===== src/rtl/lcd_pkg.sv =====
// Shared types and HD44780 constants for the LCD write engine.
package lcd_pkg;

  typedef enum logic [2:0] {
    StPowerup  = 3'd0,
    StInitLoad = 3'd1,
    StIdle     = 3'd2,
    StSetup    = 3'd3,
    StPulse    = 3'd4,
    StHold     = 3'd5,
    StWait     = 3'd6
  } lcd_state_e;

  localparam logic [7:0] LCD_CMD_CLEAR      = 8'h01;
  localparam logic [7:0] LCD_CMD_HOME       = 8'h02;
  localparam logic [7:0] LCD_CMD_HOME_ALT   = 8'h03;
  localparam logic [7:0] LCD_CMD_ENTRY      = 8'h06;
  localparam logic [7:0] LCD_CMD_DISPLAY_ON = 8'h0C;
  localparam logic [7:0] LCD_CMD_FUNC_8B2L  = 8'h38;

  localparam int unsigned LCD_INIT_LEN = 5;

  localparam logic [0:LCD_INIT_LEN-1][7:0] LCD_INIT_SEQ = '{
    LCD_CMD_FUNC_8B2L,
    LCD_CMD_FUNC_8B2L,
    LCD_CMD_DISPLAY_ON,
    LCD_CMD_CLEAR,
    LCD_CMD_ENTRY
  };

  // Clear and home need the long execution wait; DB0 is a don't-care for home.
  function automatic logic lcd_is_long_cmd(input logic rs, input logic [7:0] b);
    return !rs && ((b == LCD_CMD_CLEAR) || (b == LCD_CMD_HOME) || (b == LCD_CMD_HOME_ALT));
  endfunction

  function automatic int unsigned lcd_max(input int unsigned a, input int unsigned b);
    return (a > b) ? a : b;
  endfunction

endpackage


===== src/rtl/lcd_delay_counter.sv =====
// Loadable down-counter that parks at zero; done_o flags the zero count.
module lcd_delay_counter #(
  parameter int unsigned WIDTH       = 8,
  parameter int unsigned RESET_VALUE = 0
) (
  input  logic             fpga_clk_i,
  input  logic             fpga_reset_i,
  input  logic             load_i,
  input  logic [WIDTH-1:0] value_i,
  output logic             done_o
);

  logic [WIDTH-1:0] r_count;

  always_ff @(posedge fpga_clk_i) begin
    if (fpga_reset_i) begin
      r_count <= WIDTH'(RESET_VALUE);
    end else if (load_i) begin
      r_count <= value_i;
    end else if (r_count != '0) begin
      r_count <= r_count - 1'b1;
    end
  end

  assign done_o = (r_count == '0);

endmodule


===== src/rtl/lcd_write_engine.sv =====
// HD44780 8-bit write-only bus driver: timed power-up init, then one byte per
// valid/ready handshake with programmable setup, pulse, hold and exec delays.
module lcd_write_engine
  import lcd_pkg::*;
#(
  parameter int unsigned SETUP_CYCLES   = 4,
  parameter int unsigned PULSE_CYCLES   = 50,
  parameter int unsigned HOLD_CYCLES    = 2,
  parameter int unsigned EXEC_CYCLES    = 4000,
  parameter int unsigned CLEAR_CYCLES   = 160000,
  parameter int unsigned POWERUP_CYCLES = 1500000
) (
  input  logic       fpga_clk_i,
  input  logic       fpga_reset_i,
  input  logic       valid_i,
  output logic       ready_o,
  input  logic       rs_i,
  input  logic [7:0] data_i,
  output logic       init_done_o,
  output logic [7:0] lcd_data_o,
  output logic       lcd_rs_o,
  output logic       lcd_enable_o
);

  localparam int unsigned MaxCycles = lcd_max(lcd_max(lcd_max(SETUP_CYCLES, PULSE_CYCLES),
                                                      lcd_max(HOLD_CYCLES, EXEC_CYCLES)),
                                              lcd_max(CLEAR_CYCLES, POWERUP_CYCLES));
  localparam int unsigned CntW = $clog2(MaxCycles) + 1;

  lcd_state_e      r_state;
  lcd_state_e      w_state_next;
  logic [2:0]      r_init_idx;
  logic            r_init_done;
  logic            r_rs;
  logic [7:0]      r_data;
  logic            r_enable;
  logic            w_done;
  logic            w_load;
  logic [CntW-1:0] w_load_value;
  logic            w_accept;
  logic            w_init_last;
  logic            w_init_finish;

  assign ready_o       = (r_state == StIdle) && r_init_done;
  assign w_accept      = valid_i && ready_o;
  assign w_init_last   = (r_init_idx == 3'(LCD_INIT_LEN));
  assign w_init_finish = (r_state == StWait) && w_done && !r_init_done && w_init_last;

  // Each timed state loads N-1 on entry and leaves when the count hits zero.
  always_comb begin
    w_state_next = r_state;
    w_load       = 1'b0;
    w_load_value = '0;
    unique case (r_state)
      StPowerup: begin
        if (w_done) w_state_next = StInitLoad;
      end
      StInitLoad: begin
        w_state_next = StSetup;
        w_load       = 1'b1;
        w_load_value = CntW'(SETUP_CYCLES - 1);
      end
      StIdle: begin
        if (w_accept) begin
          w_state_next = StSetup;
          w_load       = 1'b1;
          w_load_value = CntW'(SETUP_CYCLES - 1);
        end
      end
      StSetup: begin
        if (w_done) begin
          w_state_next = StPulse;
          w_load       = 1'b1;
          w_load_value = CntW'(PULSE_CYCLES - 1);
        end
      end
      StPulse: begin
        if (w_done) begin
          w_state_next = StHold;
          w_load       = 1'b1;
          w_load_value = CntW'(HOLD_CYCLES - 1);
        end
      end
      StHold: begin
        if (w_done) begin
          w_state_next = StWait;
          w_load       = 1'b1;
          w_load_value = lcd_is_long_cmd(r_rs, r_data) ? CntW'(CLEAR_CYCLES - 1)
                                                       : CntW'(EXEC_CYCLES - 1);
        end
      end
      StWait: begin
        if (w_done) w_state_next = (r_init_done || w_init_last) ? StIdle : StInitLoad;
      end
      default: w_state_next = StPowerup;
    endcase
  end

  always_ff @(posedge fpga_clk_i) begin
    if (fpga_reset_i) begin
      r_state     <= StPowerup;
      r_init_idx  <= 3'd0;
      r_init_done <= 1'b0;
      r_rs        <= 1'b0;
      r_data      <= 8'h00;
      r_enable    <= 1'b0;
    end else begin
      r_state  <= w_state_next;
      // Registered decode of the next state keeps E free of input-driven glitches.
      r_enable <= (w_state_next == StPulse);
      if (r_state == StInitLoad) begin
        r_rs       <= 1'b0;
        r_data     <= LCD_INIT_SEQ[r_init_idx];
        r_init_idx <= r_init_idx + 3'd1;
      end
      if (w_accept) begin
        r_rs   <= rs_i;
        r_data <= data_i;
      end
      if (w_init_finish) r_init_done <= 1'b1;
    end
  end

  lcd_delay_counter #(
    .WIDTH       (CntW),
    .RESET_VALUE (POWERUP_CYCLES)
  ) u_delay_counter (
    .fpga_clk_i   (fpga_clk_i),
    .fpga_reset_i (fpga_reset_i),
    .load_i       (w_load),
    .value_i      (w_load_value),
    .done_o       (w_done)
  );

  assign init_done_o  = r_init_done;
  assign lcd_data_o   = r_data;
  assign lcd_rs_o     = r_rs;
  assign lcd_enable_o = r_enable;

endmodule


===== config.mk =====
export PLATFORM = sky130hd
export DESIGN_NAME = lcd_write_engine
export DESIGN_NICKNAME = d
export VERILOG_FILES = /design/src/rtl/lcd_pkg.sv /design/src/rtl/lcd_delay_counter.sv /design/src/rtl/lcd_write_engine.sv
export SDC_FILE = /design/constraint.sdc
export NUM_CORES = 1
export LEC_CHECK = 0
export CAP_MARGIN = 20
export CORE_ASPECT_RATIO = 0.5
export CORE_MARGIN = 2
export CORE_UTILIZATION = 44
export CTS_BUF_LIST = sky130_fd_sc_hd__clkbuf_8
export DETAILED_ROUTE_END_ITERATION = 8
export SYNTH_ARGS = -nofsm -noshare
export SYNTH_HDL_FRONTEND = slang
export SYNTH_SLANG_ARGS = --single-unit

===== constraint.sdc =====
create_clock -name fpga_clk_i -period 3.2 [get_ports fpga_clk_i]
set_input_delay 0.48 -clock fpga_clk_i [delete_from_list [all_inputs] [get_ports fpga_clk_i]]
set_output_delay 0.48 -clock fpga_clk_i [all_outputs]
set_load 0.01 [all_outputs]

==> out/qor.txt, run 1 <==
Post-synthesis xor/xnor area fraction: 4.89%
Worst hold path depth: 2
Synth Instances: 261
Commonest non-fill, non-tap cell in the layout: dfxtp_1
FFs w/ async S/R, synth: 0%
Post-synth EDFFs: 0
Sum Neg Setup Slack: 0 ps
R2r setup slk: 600 ps
Syn_area_per_cell: 8.24 um^2
Synth Area in Simple Gates: 27.6%
Mux cell area share after synthesis: 0.931%
Root buffer cell: clkbuf_8
Synth top area share: 36.3%
Yosys top cell by area: dfxtp_1
Die area: 5500 um^2
ANT cells: 0
Initial Util: 47.3%
Pin count of the biggest net entering global routing: 20
Clk slew on worst S/H paths: 70 ps
Ys flop type: dfxtp_1
Max cap viols: 0
Final Power: 933 uW
Slowest cell on crit path: or4_1
Mapped cell area: 2150 um^2
Critical Path Source Type: register
RSZ-0062 raised after global routing: no
Critical path capture point type: register
Number of I/O port buffers: 23
Hold path endpoint: lcd_data_o[6]$_SDFFE_PP0P_
Fin crit share: 81.2%
Synth Net Count: 280
Complex-gate fraction of the synthesized area: 21.7%
Slew HR: 43.1%
Fill cells: 458
Largest family of logic cells by synthesized area: simple AND/OR/NAND/NOR gates
Starting DRC count in detailed routing: 125
Hold Path Class: reg2reg
Slowest stage delay, CP: 630 ps
Clk_lat worst skew: 290 ps
FF+latch count, synth: 39
Final hold vios: 0
H-tree levels: 2
Crit path required time: 3340 ps
Reg-to-Reg End: u_delay_counter.r_count[2]$_SDFFE_PP0P_
Post-CTS Resized: 0
WL/cell: 15.8 um
PD cells: 372 nW/um^2
Max Root-Sink Buffers: 2
Placement Rows: 17
Grt total ovfl: 0
Hold path startpoint: lcd_data_o[6]$_SDFFE_PP0P_
FF-to-FF Start: u_delay_counter.r_count[13]$_SDFFE_PP1P_
Most frequent cells in the layout: dfxtp_1, nand2_1, clkdlybuf4s50_1
Synth top area cells: dfxtp_1, ha_1, nand2_1
Vias per inst: 5.89
Total Routing Usage GR: 22.7%
Worst Tran Pin Value: 851 ps
Die width: 103 um
Yosys warning count: 0
Via Count: 2,048
Final net count: 302
Final ANT Viol Nets: 0
Sequential cell area fraction in the yosys report: 36.3%
IO Count: 24
Register area: 781 um^2
CP max FO: 8
Synth Area in Adders: 4.07%
Core outline area: 4550 um^2
Layout cells sized above 1: 6.03%
TritonCTS clock tree: yes
Initial antenna violation count: 0
Worst Path Arrival: 2740 ps
Min Clock Period, post-route: 2600 ps
Footprint of the multi-input gates: 1270 um^2
Peak supply drop: 147 uV
Vias in the first global route: 1,909
Hpwl dp: 3990 um
Drt drc: 0
Worst path cell trace: or4_4 > or4_1 > or3_1 > a31oi_1 > nor2_1
GPL Wtd Cong: 0.830
Hold Slack: 488 ps
CTS Buf Count: 5
Worst Clk Skew: 3.73 ps
Post-CTS setup buffer count: 0
Hold_buf cts: 0
Area delta synth->final: 16.7%
Final-report setup violation count: 0
Drt first pass iters: 4
Crit Path Category: reg2reg
DIE HEIGHT: 53.4 um
Sink Count: 39
Slew Limit Fails: 0
Status: finished, final reports clean
FMAX: 0.385 GHz
Post-Route WL: 5510 um
Post-synth cell types: 49
First-pass GRT wire length: 9390 um
Worst reg2reg path depth: 5
Leakage: 0.000859 uW
[worst max path at each step]
| stage | cells past startpoint | from | endpoint | slack (ps) |
|---|---|---|---|---|
| 2_1_floorplan | 6 | u_delay_counter.r_count[13]$_SDFFE_PP1P_ | u_delay_counter.r_count[1]$_SDFFE_PP0P_ | 910 |
| 3_3_place_gp | 5 | u_delay_counter.r_count[13]$_SDFFE_PP1P_ | u_delay_counter.r_count[3]$_SDFFE_PP0P_ | 710 |
| 4_1_cts | 5 | u_delay_counter.r_count[13]$_SDFFE_PP1P_ | u_delay_counter.r_count[7]$_SDFFE_PP0P_ | 630 |
| 5_1_grt | 7 | u_delay_counter.r_count[0]$_SDFFE_PP0P_ | u_delay_counter.r_count[7]$_SDFFE_PP0P_ | 480 |
| 3_5_place_dp | 5 | u_delay_counter.r_count[13]$_SDFFE_PP1P_ | u_delay_counter.r_count[3]$_SDFFE_PP0P_ | 660 |
| 6_report | 5 | u_delay_counter.r_count[13]$_SDFFE_PP1P_ | u_delay_counter.r_count[2]$_SDFFE_PP0P_ | 600 |
[power breakdown]
part,internal (uW),total [uW],switching (uW)
Clock,142,308,166
Sequential,501,520,19.7
Combinational,49.2,105,55.6
Total,692,933,241
[metrics by stage]
step	utilization [%]	cells	setup WS (ps)	instance area, um^2
6_report	55.1	348	602	2510
2_1_floorplan	-	261	913	2150
5_1_grt	55.1	348	482	2510
4_1_cts	55.1	348	633	2510
3_3_place_gp	53.5	342	707	2440
3_5_place_dp	53.5	342	661	2440
[Yosys cell counts, types with 2 or more instances]
| cell type | count |
|---|---|
| dfxtp_1 | 39 |
| nand2_1 | 23 |
| nor2_1 | 20 |
| a21oi_1 | 17 |
| clkbuf_1 | 11 |
| nor3_1 | 11 |
| o21ai_0 | 10 |
| inv_1 | 9 |
| nand3_1 | 9 |
| o211ai_1 | 9 |
| a211oi_1 | 7 |
| a31oi_1 | 7 |
| ha_1 | 7 |
| or4_1 | 7 |
| nor4_1 | 6 |
| or3_1 | 6 |
| xnor2_1 | 6 |
| xor2_1 | 6 |
| nand2b_1 | 4 |
| o21ai_1 | 4 |
| a21o_1 | 3 |
| nand3b_1 | 3 |
| o31ai_1 | 3 |
| a311oi_1 | 2 |
| and3_1 | 2 |
| buf_6 | 2 |
| mux2i_1 | 2 |
| nor2b_1 | 2 |
| nor3_2 | 2 |
| nor4_2 | 2 |
| o21a_1 | 2 |
[registers in the layout, summed over array words and instances, names as in the netlist]
register,flops
u_delay_counter.r_count,22
lcd_data_o,8
r_init_idx,3
r_state,3
init_done_o,1
lcd_enable_o,1
lcd_rs_o,1
[worst max-delay path: cells and delay by family, from the launching register on]
kind	cells	cell delay (ps)
flops	1	360
compound gates	1	230
simple gates	4	1870
[layout make-up]
cell class	count	area share, %
Multi-Input combinational cell	200	50.7
Clock inverter	1	0.150
Sequential cell	39	31.1
Timing Repair Buffer	28	10.7
Inverter	9	1.35
Tap cell	66	3.29
Clock buffer	5	2.74
[cell families (layout without fill, tap and decap cells)]
family / count (synthesis) / count (layout)
AO/OA/AOI/OAI: 72 / 72
AND/OR/NAND/NOR: 107 / 107
multiplexers: 2 / 2
buffers and inverters: 22 / 43
adder cells (fa/ha/maj): 7 / 7
XOR/XNOR: 12 / 12
flip-flops: 39 / 39
[routing by layer]
layer,share of wire [%],vias to the layer above,global-route usage [%]
li1,-,1010,-
met1,50,962,33.8
met2,41,70,32.9
met3,7.8,6,5.81
met4,0.62,0,3.95
met5,0,-,0
Power figures use the tool's default switching activity.
==> inputs of run 2 (changes only) <==
- clock period: 3.2 -> 2.5 ns (I/O delays scaled with it)
==> run 2 against run 1 <==
Core utilization rose by 2.3 points. Final cell count rose by 1.7%. Flip-flop and latch count did not move. Fmax rose by 11%. Via count rose by 0.93%. Sequential power rose by 28%. First-iteration DRC count fell by 8.0%. Final area rose by 4.1%. Largest cell class unchanged.
==> out/qor.txt, run 2 (synthesis results as in run 1) <==
Root buffer cell: clkbuf_8 (unchanged)
TritonCTS clock tree: yes (unchanged)
Initial antenna violation count: 0 (unchanged)
Worst reg2reg path depth: 5 (unchanged)
Worst path cell trace: or4_4 > or4_1 > or3_1 > a31oi_1 > nor2_1 (unchanged)
Post-CTS Resized: 0 (unchanged)
Most frequent cells in the layout: dfxtp_1, nand2_1, clkdlybuf4s50_1 (unchanged)
Hold_buf cts: 0 (unchanged)
Core outline area: 4550 um^2 (unchanged)
Critical path capture point type: register (unchanged)
First-pass GRT wire length: 9450 um (was 9390 um)
GPL Wtd Cong: 0.923 (was 0.830)
Hold Path Class: reg2reg (unchanged)
Number of I/O port buffers: 23 (unchanged)
Largest register FFs: 22 (unchanged)
Worst Clk Skew: 9.53 ps (was 3.73 ps)
Slew Limit Fails: 0 (unchanged)
RSZ-0062 raised after global routing: no (unchanged)
Drt drc: 0 (unchanged)
Critical Path Source Type: register (unchanged)
Area delta synth->final: 21.5% (was 16.7%)
Clk slew on worst S/H paths: 80 ps (was 70 ps)
Sum Neg Setup Slack: 0 ps (unchanged)
Max cap viols: 0 (unchanged)
Hpwl dp: 3930 um (was 3990 um)
Via Count: 2,067 (was 2,048)
FMAX: 0.428 GHz (was 0.385 GHz)
Worst hold path depth: 2 (unchanged)
Total Routing Usage GR: 22.7% (about the same)
Leakage: 0.000913 uW (was 0.000859 uW)
Die width: 103 um (unchanged)
Fill cells: 449 (was 458)
Vias in the first global route: 1,919 (was 1,909)
ANT cells: 0 (unchanged)
Initial Util: 47.3% (unchanged)
Worst Tran Pin Value: 561 ps (was 851 ps)
Reg-to-Reg End: u_delay_counter.r_count[2]$_SDFFE_PP0P_ (unchanged)
Sink Count: 39 (unchanged)
R2r setup slk: 170 ps (was 600 ps)
DIE HEIGHT: 53.4 um (unchanged)
Final-report setup violation count: 0 (unchanged)
Worst Path Arrival: 2500 ps (was 2740 ps)
PD cells: 551 nW/um^2 (was 372 nW/um^2)
Hold path endpoint: lcd_rs_o$_SDFFE_PP0P_ (was lcd_data_o[6]$_SDFFE_PP0P_)
WL/cell: 16.0 um (was 15.8 um)
Die area: 5500 um^2 (unchanged)
Post-DP Area: 2480 um^2 (was 2440 um^2)
Status: finished, final reports clean (unchanged)
Crit Path Category: reg2reg (unchanged)
Post-Route WL: 5650 um (was 5510 um)
Hold path startpoint: lcd_rs_o$_SDFFE_PP0P_ (was lcd_data_o[6]$_SDFFE_PP0P_)
Post-CTS setup buffer count: 0 (unchanged)
FF-to-FF Start: u_delay_counter.r_count[13]$_SDFFE_PP1P_ (unchanged)
Final instance area: 2610 um^2 (was 2510 um^2)
Peak supply drop: 289 uV (was 147 uV)
Max Root-Sink Buffers: 2 (unchanged)
IO Count: 24 (unchanged)
Largest reg by FF count: u_delay_counter.r_count (unchanged)
Final ANT Viol Nets: 0 (unchanged)
Min Clock Period, post-route: 2330 ps (was 2600 ps)
CTS Buf Count: 5 (unchanged)
H-tree levels: 2 (unchanged)
Slew HR: 62.5% (was 43.1%)
Fin crit share: 93.4% (was 81.2%)
Drt first pass iters: 5 (was 4)
Layout cells sized above 1: 8.33% (was 6.03%)
Slowest cell on crit path: or4_4 (was or4_1)
Final net count: 306 (was 302)
Grt total ovfl: 0 (unchanged)
Commonest non-fill, non-tap cell in the layout: dfxtp_1 (unchanged)
Starting DRC count in detailed routing: 115 (was 125)
Crit path required time: 2660 ps (was 3340 ps)
CP max FO: 8 (unchanged)
Final hold vios: 0 (unchanged)
Vias per inst: 5.84 (was 5.89)
Clk_lat worst skew: 300 ps (was 290 ps)
Slowest stage delay, CP: 580 ps (was 630 ps)
Critical Path Start: u_delay_counter.r_count[13]$_SDFFE_PP1P_ (unchanged)
Placement Rows: 17 (unchanged)
Pin count of the biggest net entering global routing: 22 (was 20)
[run 2: cell types whose count changed in the layout (fill, tap and decap cells not counted), sizes merged]
cell / change
buf: +4
bufinv: +2
[run 2: worst max-delay path: cells and delay by family, from the launching register on]
family,cells,cell delay (ps)
simple gates,4,1620
flops,1,360
compound gates,1,220
[run 2: final cells by class]
type                       count  area, um^2  area share, %
multi-input combinational    200        1270           48.7
sequential                    39         782           29.9
timing repair buffer          32         310           11.9
tap                           66        82.6           3.16
clock buffer                   5        68.8           2.63
clock inverter                 3        63.8           2.44
inverter                       9        33.8           1.29
[run 2: how the worst max path moves through the flow]
stage / slack [ps] / depth (start not counted) / end
after CTS: 140 / 3 / ready_o
after global routing: 60 / 6 / u_delay_counter.r_count[11]$_SDFFE_PP0P_
after global placement: 240 / 5 / u_delay_counter.r_count[2]$_SDFFE_PP0P_
after detailed placement: 200 / 5 / u_delay_counter.r_count[2]$_SDFFE_PP0P_
final: 170 / 5 / u_delay_counter.r_count[2]$_SDFFE_PP0P_
after floorplan: 210 / 6 / u_delay_counter.r_count[1]$_SDFFE_PP0P_
[run 2: per-layer routing]
| metal | track usage [%] | wire length [um] |
|---|---|---|
| met4 | 4.82 | 44 |
| met3 | 6.34 | 392 |
| met2 | 33.6 | 2340 |
| met5 | 0 | 0 |
| met1 | 32.7 | 2870 |
[run 2: where the power goes]
part           internal [uW]  total (uW)  switching (uW)
Combinational           65.0         138            72.9
Sequential               641         667            26.7
Clock                    395         635             240
Total                   1100        1440             339
[run 2: through the flow]
step | utilization, % | worst slack, ps | hold WS (ps) | std cells | total power (uW)
finish | 57.4 | 166 | 493 | 354 | 1440
global route | 57.4 | 63.2 | 519 | 354 | 1500
CTS | 57.4 | 140 | 495 | 354 | 1440
detailed placement | 54.5 | 199 | 480 | 346 | 816
global placement | 54.5 | 242 | 476 | 346 | 815
floorplan | - | 213 | 450 | 261 | 767
==> inputs of run 3 (changes only) <==
- CORE_MARGIN: 2 -> not set
==> run 3 against run 2 <==
Power down 12%. Fmax down 1.3%. Combinational power about the same. Final cell count up 0.56%. First-iteration DRC count down 18%. Clock power down 27%. Hold slack better by 3.6 ps. Count of clock-buffer cells in the layout up 2. Routed wire length about the same. Clock skew about the same. Sequential share of layout area up 0.14 points.
==> out/qor.txt, run 3 (synthesis results as in run 1) <==
Net Sw Frac: 24.9% (was 23.5%)
Layout cells sized above 1: 8.97% (was 8.33%)
FMAX: 0.423 GHz (was 0.428 GHz)
Combinational share of power: 11.1% (was 9.6%)
Fin crit share: 94.6% (was 93.4%)
Area delta synth->final: 20.8% (was 21.5%)
Hold_buf cts: 0 (unchanged)
Reg-to-Reg End: u_delay_counter.r_count[3]$_SDFFE_PP0P_ (was u_delay_counter.r_count[2]$_SDFFE_PP0P_)
Largest register FFs: 22 (unchanged)
Placement Rows: 17 (unchanged)
Hold Path Class: reg2reg (unchanged)
Worst reg2reg path depth: 5 (unchanged)
Final-report setup violation count: 0 (unchanged)
Sink Count: 39 (unchanged)
IO Count: 24 (unchanged)
Worst Clk Skew: 9.05 ps (was 9.53 ps)
Hpwl dp: 4080 um (was 3930 um)
Worst hold path depth: 2 (unchanged)
Final net count: 308 (was 306)
H-tree levels: 2 (unchanged)
Via Count: 2,064 (was 2,067)
Sum Neg Setup Slack: 0 ps (unchanged)
Clk slew on worst S/H paths: 80 ps (about the same)
Int Power: 954 uW (was 1100 uW)
Clk_lat worst skew: 290 ps (was 300 ps)
Vias per inst: 5.80 (was 5.84)
First-pass GRT wire length: 9510 um (was 9450 um)
Max Root-Sink Buffers: 2 (unchanged)
Final hold vios: 0 (unchanged)
Pin count of the biggest net entering global routing: 22 (unchanged)
DIE HEIGHT: 51.4 um (was 53.4 um)
R2r setup slk: 130 ps (was 170 ps)
Leakage: 0.000909 uW (was 0.000913 uW)
WL/cell: 15.9 um (was 16.0 um)
Number of I/O port buffers: 23 (unchanged)
Peak supply drop: 219 uV (was 289 uV)
Starting DRC count in detailed routing: 94 (was 115)
Critical path capture point type: register (unchanged)
Fill cells: 443 (was 449)
PD cells: 489 nW/um^2 (was 551 nW/um^2)
Drt drc: 0 (unchanged)
CTS Buf Count: 5 (unchanged)
Initial antenna violation count: 0 (unchanged)
Min Clock Period, post-route: 2370 ps (was 2330 ps)
Max cap viols: 0 (unchanged)
Crit Path Category: reg2reg (unchanged)
Hold path endpoint: lcd_data_o[6]$_SDFFE_PP0P_ (was lcd_rs_o$_SDFFE_PP0P_)
TritonCTS clock tree: yes (unchanged)
Hold path startpoint: lcd_data_o[6]$_SDFFE_PP0P_ (was lcd_rs_o$_SDFFE_PP0P_)
Post-CTS Resized: 0 (unchanged)
RSZ-0062 raised after global routing: no (unchanged)
Post-CTS setup buffer count: 0 (unchanged)
P_sw: 317 uW (was 339 uW)
Critical Path Source Type: register (unchanged)
Final Power: 1270 uW (was 1440 uW)
Total Routing Usage GR: 24.3% (was 22.7%)
Status: finished, final reports clean (unchanged)
Worst Tran Pin Value: 593 ps (was 561 ps)
Grt total ovfl: 0 (unchanged)
Register area: 781 um^2 (was 782 um^2)
CP max FO: 8 (unchanged)
Slew Limit Fails: 0 (unchanged)
ANT cells: 0 (unchanged)
Footprint of the multi-input gates: 1270 um^2 (about the same)
Clk pwr share: 36.4% (was 44.1%)
Core outline area: 4550 um^2 (unchanged)
Die width: 101 um (was 103 um)
GPL Wtd Cong: 0.902 (was 0.923)
FF-to-FF Start: u_delay_counter.r_count[13]$_SDFFE_PP1P_ (unchanged)
Die area: 5190 um^2 (was 5500 um^2)
Drt first pass iters: 4 (was 5)
Initial Util: 47.3% (unchanged)
Commonest non-fill, non-tap cell in the layout: dfxtp_1 (unchanged)
Post-Route WL: 5650 um (about the same)
Vias in the first global route: 1,975 (was 1,919)
Final ANT Viol Nets: 0 (unchanged)
Root buffer cell: clkbuf_8 (unchanged)
Largest reg by FF count: u_delay_counter.r_count (unchanged)
Sequential Power Share: 52.5% (was 46.3%)
Crit path required time: 2660 ps (about the same)
Slew HR: 60.3% (was 62.5%)
Worst Path Arrival: 2530 ps (was 2500 ps)
Most frequent cells in the layout: dfxtp_1, nand2_1, clkdlybuf4s50_1 (unchanged)
[run 3: layer usage]
| metal | share of wire (%) | vias to the layer above | global-route usage, % | wire length, um |
|---|---|---|---|---|
| li1 | - | 1019 | - | - |
| met1 | 50 | 975 | 33.0 | 2810 |
| met3 | 5.6 | 8 | 5.88 | 319 |
| met4 | 0.99 | 0 | 7.73 | 56 |
| met5 | 0 | - | 0 | 0 |
| met2 | 44 | 62 | 38.1 | 2460 |
[run 3: worst max path at each step]
stage	startpoint	to	slack, ps	cells after the start
3_3_place_gp	u_delay_counter.r_count[13]$_SDFFE_PP1P_	u_delay_counter.r_count[2]$_SDFFE_PP0P_	250	5
6_report	u_delay_counter.r_count[13]$_SDFFE_PP1P_	u_delay_counter.r_count[3]$_SDFFE_PP0P_	130	5
3_5_place_dp	u_delay_counter.r_count[13]$_SDFFE_PP1P_	u_delay_counter.r_count[3]$_SDFFE_PP0P_	170	5
5_1_grt	r_state[1]$_SDFF_PP0_	ready_o	30	3
4_1_cts	r_state[1]$_SDFF_PP0_	ready_o	110	3
2_1_floorplan	u_delay_counter.r_count[13]$_SDFFE_PP1P_	u_delay_counter.r_count[1]$_SDFFE_PP0P_	210	6
[run 3: worst max-delay path, cell delays in order (launching register included)]
cell and delay (ps):
dfxtp_1 360, or4_4 580, or4_1 430, or3_1 540, a31oi_1 270, nor2_1 50
[run 3: power by group through the flow]
stage / combinational (uW) / clock (uW) / sequential [uW]
6_report: 141 / 463 / 667
5_1_grt: 155 / 500 / 670
4_1_cts: 139 / 477 / 665
3_5_place_dp: 139 / 0 / 679
3_3_place_gp: 133 / 0 / 680
2_1_floorplan: 93.2 / 0 / 674
[run 3: stage by stage]
stage | std cells | area, um^2 | worst slack [ps] | util (%) | hold WS (ps)
2_1_floorplan | 261 | 2150 | 213 | - | 450
3_5_place_dp | 348 | 2490 | 167 | 54.8 | 491
4_1_cts | 356 | 2590 | 109 | 57.0 | 501
6_report | 356 | 2600 | 135 | 57.1 | 497
5_1_grt | 356 | 2600 | 33.0 | 57.1 | 517
3_3_place_gp | 348 | 2490 | 249 | 54.8 | 470
[run 3: final cells by class]
class,instances,share of cell area (%)
Clock inverter,1,0.145
Sequential cell,39,30.1
Inverter,9,1.30
Clock buffer,7,3.71
Multi-Input combinational cell,200,49.1
Tap cell,66,3.18
Timing Repair Buffer,34,12.5
